File: src/rtl/buzzer_tone_pkg.sv
// -----------------------------------------------------------------------------
// buzzer_tone_pkg
// Purpose : Shared definitions for the buzzer tone generator: note codes,
//           octave codes, the middle-octave half-period table (in 100 MHz
//           clock cycles) and the tone FSM state type.
// Ports   : none (package)
// -----------------------------------------------------------------------------
package buzzer_tone_pkg;

    // Note codes delivered by the auto-play stage
    localparam logic [3:0] NOTE_REST     = 4'd0;
    localparam logic [3:0] NOTE_DO       = 4'd1;
    localparam logic [3:0] NOTE_RE       = 4'd2;
    localparam logic [3:0] NOTE_MI       = 4'd3;
    localparam logic [3:0] NOTE_FA       = 4'd4;
    localparam logic [3:0] NOTE_SOL      = 4'd5;
    localparam logic [3:0] NOTE_LA       = 4'd6;
    localparam logic [3:0] NOTE_TI       = 4'd7;
    localparam logic [3:0] NOTE_END_MARK = 4'b1111;

    // Octave codes; 2'b11 is an alias of the middle octave
    localparam logic [1:0] OCT_LOW     = 2'b00;
    localparam logic [1:0] OCT_MID     = 2'b01;
    localparam logic [1:0] OCT_HIGH    = 2'b10;
    localparam logic [1:0] OCT_MID_ALT = 2'b11;

    // Middle-octave half periods in clk cycles
    localparam int         TABLE_W = 19;
    localparam logic [18:0] HP_DO  = 19'd191110;
    localparam logic [18:0] HP_RE  = 19'd170265;
    localparam logic [18:0] HP_MI  = 19'd151685;
    localparam logic [18:0] HP_FA  = 19'd143172;
    localparam logic [18:0] HP_SOL = 19'd127551;
    localparam logic [18:0] HP_LA  = 19'd113636;
    localparam logic [18:0] HP_TI  = 19'd101239;

    typedef enum logic [1:0] {
        ST_SILENT = 2'd0,
        ST_GAP    = 2'd1,
        ST_TONE   = 2'd2
    } state_t;

    // Table lookup; non-note codes return 0 (never used while sounding)
    function automatic logic [18:0] mid_half_period(input logic [3:0] note);
        case (note)
            NOTE_DO:  mid_half_period = HP_DO;
            NOTE_RE:  mid_half_period = HP_RE;
            NOTE_MI:  mid_half_period = HP_MI;
            NOTE_FA:  mid_half_period = HP_FA;
            NOTE_SOL: mid_half_period = HP_SOL;
            NOTE_LA:  mid_half_period = HP_LA;
            NOTE_TI:  mid_half_period = HP_TI;
            default:  mid_half_period = '0;
        endcase
    endfunction

    function automatic logic is_note_code(input logic [3:0] note);
        return (note >= NOTE_DO) && (note <= NOTE_TI);
    endfunction

endpackage

File: src/rtl/note_period_lut.sv
// -----------------------------------------------------------------------------
// note_period_lut
// Purpose : Combinational half-period lookup. Low octave doubles the middle
//           value, high octave halves it (truncated).
// Ports   : i_note        [3:0]      note code
//           i_octave      [1:0]      octave code
//           o_half_period [HP_W-1:0] half period in clk cycles
// -----------------------------------------------------------------------------
module note_period_lut
    import buzzer_tone_pkg::*;
#(
    parameter int HP_W = 19
) (
    input  logic [3:0]      i_note,
    input  logic [1:0]      i_octave,
    output logic [HP_W-1:0] o_half_period
);

    // One extra bit so the low-octave shift never loses the MSB
    logic [TABLE_W:0] w_mid;
    logic [TABLE_W:0] w_scaled;

    always_comb begin
        w_mid = {1'b0, mid_half_period(i_note)};
        case (i_octave)
            OCT_LOW:  w_scaled = w_mid << 1;
            OCT_HIGH: w_scaled = w_mid >> 1;
            default:  w_scaled = w_mid;
        endcase
    end

    assign o_half_period = HP_W'(w_scaled);

endmodule

File: src/rtl/buzzer_tone.sv
// -----------------------------------------------------------------------------
// buzzer_tone
// Purpose : Square-wave buzzer driver. Every change of {note, octave} inserts
//           a silent articulation gap of GAP_CYCLES clocks, then plays the
//           note as a square wave starting from phase 0.
// Ports   : clk          system clock (100 MHz)
//           reset        synchronous, active-high
//           enable       1 = sound permitted, 0 = forced silence
//           note_in[3:0] 0 rest, 1..7 do..ti, 15 end marker, 8..14 rest
//           octave_in[1:0] 00 low, 01 middle, 10 high, 11 middle
//           buzzer_out   registered square wave
//           tone_active  registered, high while a tone is sounding
// -----------------------------------------------------------------------------
module buzzer_tone
    import buzzer_tone_pkg::*;
#(
    parameter int GAP_CYCLES = 1_000_000,
    parameter int HP_W       = 19
) (
    input  logic       clk,
    input  logic       reset,
    input  logic       enable,
    input  logic [3:0] note_in,
    input  logic [1:0] octave_in,
    output logic       buzzer_out,
    output logic       tone_active
);

    localparam int GAP_W = (GAP_CYCLES > 1) ? $clog2(GAP_CYCLES) : 1;
    // GAP_CYCLES of 0 or 1 both give a single-cycle gap
    localparam logic [GAP_W-1:0] GAP_LAST =
        (GAP_CYCLES > 1) ? GAP_W'(GAP_CYCLES - 1) : '0;

    state_t           r_state;
    logic [3:0]       r_cur_note;
    logic [1:0]       r_cur_oct;
    logic [HP_W-1:0]  r_hp_cnt;
    logic [GAP_W-1:0] r_gap_cnt;
    logic             r_buzzer;
    logic             r_tone;

    logic             w_change;
    logic             w_play_in;
    logic [HP_W-1:0]  w_half_period;
    logic [HP_W-1:0]  w_hp_last;

    assign w_change  = {note_in, octave_in} != {r_cur_note, r_cur_oct};
    assign w_play_in = enable && is_note_code(note_in);

    // Period follows the stored note; in TONE without a change it equals the input
    note_period_lut #(
        .HP_W(HP_W)
    ) u_note_period_lut (
        .i_note       (r_cur_note),
        .i_octave     (r_cur_oct),
        .o_half_period(w_half_period)
    );

    assign w_hp_last = w_half_period - HP_W'(1);

    always_ff @(posedge clk) begin
        if (reset) begin
            r_state    <= ST_SILENT;
            r_cur_note <= NOTE_REST;
            r_cur_oct  <= OCT_MID;
            r_hp_cnt   <= '0;
            r_gap_cnt  <= '0;
            r_buzzer   <= 1'b0;
            r_tone     <= 1'b0;
        end else begin
            if (w_change) begin
                r_cur_note <= note_in;
                r_cur_oct  <= octave_in;
            end

            case (r_state)
                ST_SILENT: begin
                    // Covers both a change to a playable note and enable
                    // rising on an unchanged playable note: without a change
                    // the input equals the stored note.
                    if (w_play_in) begin
                        r_state   <= ST_GAP;
                        r_gap_cnt <= '0;
                    end
                    r_hp_cnt <= '0;
                    r_buzzer <= 1'b0;
                    r_tone   <= 1'b0;
                end

                ST_GAP: begin
                    // Non-playable wins over a simultaneous change
                    if (!w_play_in) begin
                        r_state   <= ST_SILENT;
                        r_gap_cnt <= '0;
                    end else if (w_change) begin
                        r_gap_cnt <= '0;
                    end else if (r_gap_cnt == GAP_LAST) begin
                        r_state   <= ST_TONE;
                        r_gap_cnt <= '0;
                        r_tone    <= 1'b1;
                    end else begin
                        r_gap_cnt <= r_gap_cnt + GAP_W'(1);
                    end
                    r_hp_cnt <= '0;
                    r_buzzer <= 1'b0;
                end

                ST_TONE: begin
                    if (!w_play_in) begin
                        r_state  <= ST_SILENT;
                        r_hp_cnt <= '0;
                        r_buzzer <= 1'b0;
                        r_tone   <= 1'b0;
                    end else if (w_change) begin
                        r_state   <= ST_GAP;
                        r_gap_cnt <= '0;
                        r_hp_cnt  <= '0;
                        r_buzzer  <= 1'b0;
                        r_tone    <= 1'b0;
                    end else if (r_hp_cnt == w_hp_last) begin
                        r_hp_cnt <= '0;
                        r_buzzer <= ~r_buzzer;
                    end else begin
                        r_hp_cnt <= r_hp_cnt + HP_W'(1);
                    end
                end

                default: begin
                    r_state   <= ST_SILENT;
                    r_hp_cnt  <= '0;
                    r_gap_cnt <= '0;
                    r_buzzer  <= 1'b0;
                    r_tone    <= 1'b0;
                end
            endcase
        end
    end

    assign buzzer_out  = r_buzzer;
    assign tone_active = r_tone;

endmodule

File: config.mk
export PLATFORM = sky130hd
export DESIGN_NAME = buzzer_tone
export DESIGN_NICKNAME = d
export VERILOG_FILES = /design/src/rtl/buzzer_tone_pkg.sv /design/src/rtl/note_period_lut.sv /design/src/rtl/buzzer_tone.sv
export SDC_FILE = /design/constraint.sdc
export NUM_CORES = 1
export LEC_CHECK = 0
export CAP_MARGIN = 30
export CORE_MARGIN = 2
export CORE_UTILIZATION = 67
export DETAILED_ROUTE_END_ITERATION = 8
export PLACE_DENSITY = 0.86
export SYNTH_ARGS = -nofsm -noshare
export SYNTH_HDL_FRONTEND = slang
export SYNTH_SLANG_ARGS = --single-unit
File: constraint.sdc
create_clock -name clk -period 4.2 [get_ports clk]
set_input_delay 0.84 -clock clk [delete_from_list [all_inputs] [get_ports clk]]
set_output_delay 0.84 -clock clk [all_outputs]
set_load 0.02 [all_outputs]
# == After elaboration in Yosys (flattened, before gate mapping) ==
# Cells that the tools add are included.
# classes
magnitude_cmp,2
n_reduce_logical,9
n_eq_ne,22
muxes,22
add_sub_neg,3
bitwise,3
# ops
cell,count
$pmux W18 S7,1
$mux W20,6
$pmux W20 S3,1
$pmux W19 S2,1
$add A20 B1 Y20 const B,1
$eq A20 B20 Y1 const B,1
$add A19 B1 Y19 const B,1
$eq A19 B19 Y1,1
$sub A19 B1 Y19 const B,1
$eq A4 B3 Y1 const B,4
$mux W2,6
$ne A2 B2 Y1 const B,6
$ne A3 B3 Y1 const B,3
$eq A4 B2 Y1 const B,2
$reduce_and A4 Y1,2
$ne A6 B6 Y1,1
$pmux W2 S3,1
$mux W1,5
$reduce_or A5 Y1,1
$eq A2 B2 Y1 const B,2
$eq A4 B1 Y1 const B,1
$ge A4 B1 Y1 const B,1
$le A4 B3 Y1 const B,1
$logic_not A2 Y1,2
other kinds (6),9
# word_totals
in_bits,9
regBits,49
elab_cells,68
output_inout_bits,2

# == Depth between registers and ports, before layout ==
# logic_depth
depth_word,6
depth_mapped,14
ltp_nobuf,11

# == Cells and area by module ==
# A second synthesis with hierarchy kept.
# hier_totals
hier_cells,472
area_unflattened_um2,3547.2
# by_module_without_submodules
mod,area_per_inst_um2,instances,cells_each,seq_area_each_um2
buzzer_tone,2800.2,1,340,980.9
note_period_lut,747.0,1,132,0.0

# == Least setup slack after synthesis ==
# Ideal clock, no wire load.
# synth_path
path_type,register to register
from,register r_cur_note[2]
to,register r_hp_cnt[12]
synth_period_minus_slack_ps,2808
setup_time_ps,138
required_time_ps,4062
t_arrival_ps,2669
path_buffers,3
stages_incl_launch_ff,15
slack_ps,1392
path_cell_list,dfxtp_1 buf_6 buf_2 o21bai_1 a311oi_2 nor2_1 inv_1 ha_1 o21ai_0 a211oi_1 mux2_2 o21ai_1 nor4_4 buf_6 nor3_2
# synth_via
elab_chain_cells,6
word_cells_on_any_way,13
classes_between,add/sub: 1; eq/ne: 9; mux: 2; reduce/logical: 1
# synth_rtl
element,line_no,text
"start, declared",buzzer_tone.sv:35,logic [3:0] r_cur_note;
"start signal, assigned",buzzer_tone.sv:72,r_cur_note <= note_in;
$eq A4 B3 Y1 (tied with other cells),buzzer_tone_pkg.sv:45,case (note)
$pmux W18 S7,buzzer_tone_pkg.sv:45,
$pmux W19 S2,note_period_lut.sv:25,case (i_octave)
$sub A19 B1 Y19,buzzer_tone.sv:59,assign w_hp_last = w_half_period - HP_W'(1);
$eq A19 B19 Y1,buzzer_tone.sv:120,end else if (r_hp_cnt == w_hp_last) begin
$reduce_or A5 Y1 (no source line) (*),-,
"end signal, assigned",buzzer_tone.sv:124,r_hp_cnt <= r_hp_cnt + HP_W'(1);
"end, declared",buzzer_tone.sv:37,logic [HP_W-1:0] r_hp_cnt;
# Mark *: on every way between the ends. The rest lies on a longest branch, timed or not.
# A chain may end at the register's enable or synchronous reset.

# == Worst setup path after layout ==
# layout_path
from,register r_cur_note[0]
to,register r_hp_cnt[1]
# Same word-level chain as after synthesis.

==> out/qor.log <==
qor: synth.synth_edf_count 0
qor: status.run_status finished, final reports clean
qor: synth.ys_top_cells_by_area dfxtp_1 28%, xor2_1 8.2%, xnor2_1 5.9%, nor2_1 4.3%, nor3_2 2.8%
qor: power_and_ir_drop.leakage 1.24 nW
qor: grt.grt_pass1_wl 13,100 um
qor: routing.routed_wl 7660 um
qor: setup_path.crit_path_top_delay_cell dfxtp_1
qor: clock_tree.cts.sinks 49
qor: grt.pin_count_of_the_biggest_net_entering_global_routing 31
qor: clock_tree.post_cts_buffers 0
qor: synth.synth_top_area_share 27.7%
qor: placed_design.placed_cells_incl_taps 490
qor: setup_path.cp_cell_sequence and3_1 -> a311oi_2 -> nor2_1 -> inv_1 -> ha_1 -> o21ai_0 -> and4_1 -> mux2_2 -> o21ai_1 -> nor4_4 -> buf_4 -> nor3b_1
qor: synth.ys_seq_area_share 27.7%
qor: power_and_ir_drop.report.power.total 0.000986 W
qor: timing.finalWorstPathRequiredPeriod 3400 ps
qor: timing.final_hold_viol_count 0
qor: routing.wl_per_cell 15.4 um
qor: setup_path.setup.worst_path.start_class flip-flop
qor: floorplan.chipHeight 76.7 um
qor: clock_tree.cts.hold.buffers_added 0
qor: min_path.worstHoldPathType flip-flop to flip-flop
qor: routing.ant_nets 0
qor: synth.synthAdderAreaFrac 1.06%
qor: synth.post_synth_mux_area_share 2.12%
qor: finish.nNetsFinal 439
qor: synth.postSynth.topFlopCell dfxtp_1
qor: clock_tree.ctsHtreeMaxLevel 2
qor: routing.drt_drc_violations_left 0
qor: floorplan.die-area 5880 um^2
qor: placed_design.place.port_buffers 10
qor: routing.detail_route.first_pass.iterations 4
qor: power_and_ir_drop.combinationalPowerShare 16.8%
qor: synth.syn-mean-instance-area 8.27 um^2
qor: clock_tree.clock_tree_from_tritoncts built
qor: power_and_ir_drop.switching_share 26.9%
qor: synth.synthMostInstantiatedCell dfxtp_1
qor: floorplan.floorplan.initialDensity 69.3%
qor: finish.area_growth_syn_to_layout 5.76%
qor: grt.first_global_vias 2,913
qor: setup_path.worstSetupEndpointType flip-flop
qor: grt.antenna_violations_before_repair 0
qor: synth.yosys.area_share.xor_xnor 14.7%
qor: floorplan.boundaryPins 11
qor: timing.finalSetupViolCount 0
qor: synth.netlist_top_cells_count 49 x dfxtp_1, 41 x nor2_1, 33 x xor2_1, 24 x nand2_1, 24 x xnor2_1
qor: routing.via_count 3,122
qor: finish.fill_cells 397
qor: synth.yosys.area.top_type dfxtp_1
qor: finish.drive_gt1_share 10.0%
qor: synth.synth_compound_area_share 16.5%
qor: floorplan.die_x 76.7 um
qor: synth.synth-simple-area-share 32.0%
qor: timing.rsz0062_at_grt no
qor: synth.synth_cells 428
qor: timing.final_max_slew_viol_count 0
qor: synth.syn_nets 440
qor: power_and_ir_drop.power.net_switching 0.000265 W
qor: placed_design.place_hpwl 5570 um
qor: power_and_ir_drop.power.density_cell_area 263 nW/um^2
qor: setup_path.slowest_delay 920 ps
qor: job.number_of_max_cap_violations 0
qor: routing.avgViaCountPerCell 6.27
qor: synth.largest_family_of_logic_cells_by_synthesized_area simple AND/OR/NAND/NOR gates
qor: clock_tree.cts-buffers-inserted 5
qor: finish.post_layout_nonfiller_instances 498
qor: routing.first_iter_violations 243
qor: timing.setup_tns 0 ps
qor: timing.final.period_utilization 81.0%
qor: finish.num_antenna_cells 0
qor: clock_tree.max-clock-path-buffers 2
qor: clock_tree.cts_repair_resize_count 0
qor: setup_path.cp.required 4360 ps
qor: clock_tree.clk_transition_reported_paths 90 ps
qor: clock_tree.clock_latency_of_the_later_clocked_register_in_the_worst_skew_pair 310 ps
qor: setup_path.max_fo_critical_path 30
qor: clock_tree.cts_root_cell clkbuf_8
qor: power_and_ir_drop.pwr-share-seq 48.9%
qor: synth.yosys_register_bits 49
qor: placed_design.finalWeightedCongestion 0.872
qor: synth.synthDistinctLibCells 74
qor: timing.clock-skew-final 10.2 ps
qor: power_and_ir_drop.power.internal 0.000720 W
qor: synth.mappedNetlistArea 3540 um^2
qor: timing.achievable-frequency 294 MHz
qor: setup_path.arrival 3570 ps
qor: grt.grtUsageTotal 26.9%
qor: timing.worst-slew-pin-transition 917 ps
qor: floorplan.rows 26
qor: synth.number_of_warning_messages_in_the_yosys_log 0
qor: timing.maxSlewHeadroom 38.9%
qor: floorplan.fp.coreArea 5110 um^2
qor: power_and_ir_drop.ir_worst_vdd 0.206 mV
qor: power_and_ir_drop.power_frac_clock 34.3%
qor: grt.overflow 0
qor: setup_path.setup.worst_path.class flip-flop to flip-flop
qor: synth.postSynth.asyncResetShare 0%
==> critical path, delay by kind of cell, from the launching register on <==
kind	cells	cell delay, ps
AND/OR/NAND/NOR	5	1190
flip-flops	1	920
AO/OA/AOI/OAI	3	390
buffers and inverters	2	380
adder cells (fa/ha/maj)	1	240
multiplexers	1	150
==> final timing paths <==
check,cells after the start,start,slack [ps],end
setup reg to reg,12,r_cur_note[0],800,r_hp_cnt[1]
hold reg to reg,2,buzzer_out,490,buzzer_out
hold / removal,2,buzzer_out,490,buzzer_out
setup / recovery,12,r_cur_note[0],800,r_hp_cnt[1]
==> sequential cells by signal, indices dropped and copies added, names as in the netlist <==
signal,flops
r_cur_note,4
r_hp_cnt,19
r_gap_cnt,20
buzzer_out,1
tone_active,1
r_cur_oct,2
r_state,2
==> power groups by stage <==
stage	Clock, W	Sequential (W)	Combinational [W]
3_5_place_dp	0	0.000493	0.000162
3_3_place_gp	0	0.000492	0.000156
6_report	0.000338	0.000482	0.000166
5_1_grt	0.000362	0.000484	0.000180
4_1_cts	0.000342	0.000482	0.000163
2_1_floorplan	0	0.000482	0.000141
==> cell usage in the layout (no fill, tap or decap), types with 3 or more instances in the layout <==
| cell | n |
|---|---|
| a211oi_1 | 6 |
| a21oi_1 | 8 |
| a31oi_1 | 6 |
| a32oi_1 | 3 |
| and3_1 | 11 |
| and4_1 | 3 |
| buf_4 | 8 |
| clkbuf_8 | 5 |
| clkdlybuf4s50_1 | 10 |
| dfxtp_1 | 49 |
| ha_1 | 3 |
| inv_1 | 10 |
| mux2_2 | 4 |
| mux2i_1 | 3 |
| nand2_1 | 24 |
| nand2b_1 | 9 |
| nand3_1 | 18 |
| nand4_1 | 10 |
| nor2_1 | 41 |
| nor2b_1 | 14 |
| nor3_1 | 17 |
| nor3_2 | 10 |
| nor3b_1 | 5 |
| nor4_1 | 5 |
| nor4bb_1 | 3 |
| o211ai_1 | 4 |
| o21ai_0 | 15 |
| o21bai_1 | 5 |
| o311ai_1 | 3 |
| or3_1 | 3 |
| or4_1 | 4 |
| xnor2_1 | 24 |
| xor2_1 | 33 |
==> cell type report <==
type	count	area (um^2)	area share, %
sequential	49	981	26.2
tap	70	87.6	2.34
clock inverter	3	46.3	1.24
inverter	11	41.3	1.10
clock buffer	5	68.8	1.84
timing repair buffer	19	165	4.41
multi-input combinational	341	2350	62.9
==> cells by family after synthesis <==
kind of cell	after synthesis
mux	7
compound gates	78
simple gates	195
xor+xnor	58
buf+inv	38
flops	49
fa+ha+maj	3
==> per-layer routing <==
metal / share of wire, % / track usage (%) / vias up
met5: 0 / 0 / -
met4: 2.7 / 12.0 / 0
met3: 4.4 / 5.18 / 21
met2: 52 / 47.5 / 84
met1: 41 / 31.4 / 1471
li1: - / - / 1546
==> through the flow <==
step / hold WS, ps / utilization (%) / instance area, um^2 / setup slack, ps
after CTS: 493 / 73.3 / 3740 / 864
after detailed placement: 473 / 71.1 / 3630 / 808
final: 493 / 73.3 / 3740 / 798
after floorplan: 479 / - / 3540 / 1390
after global routing: 531 / 73.3 / 3740 / 473
after global placement: 464 / 71.0 / 3620 / 756
No activity file was read; power rests on OpenSTA's default activity.
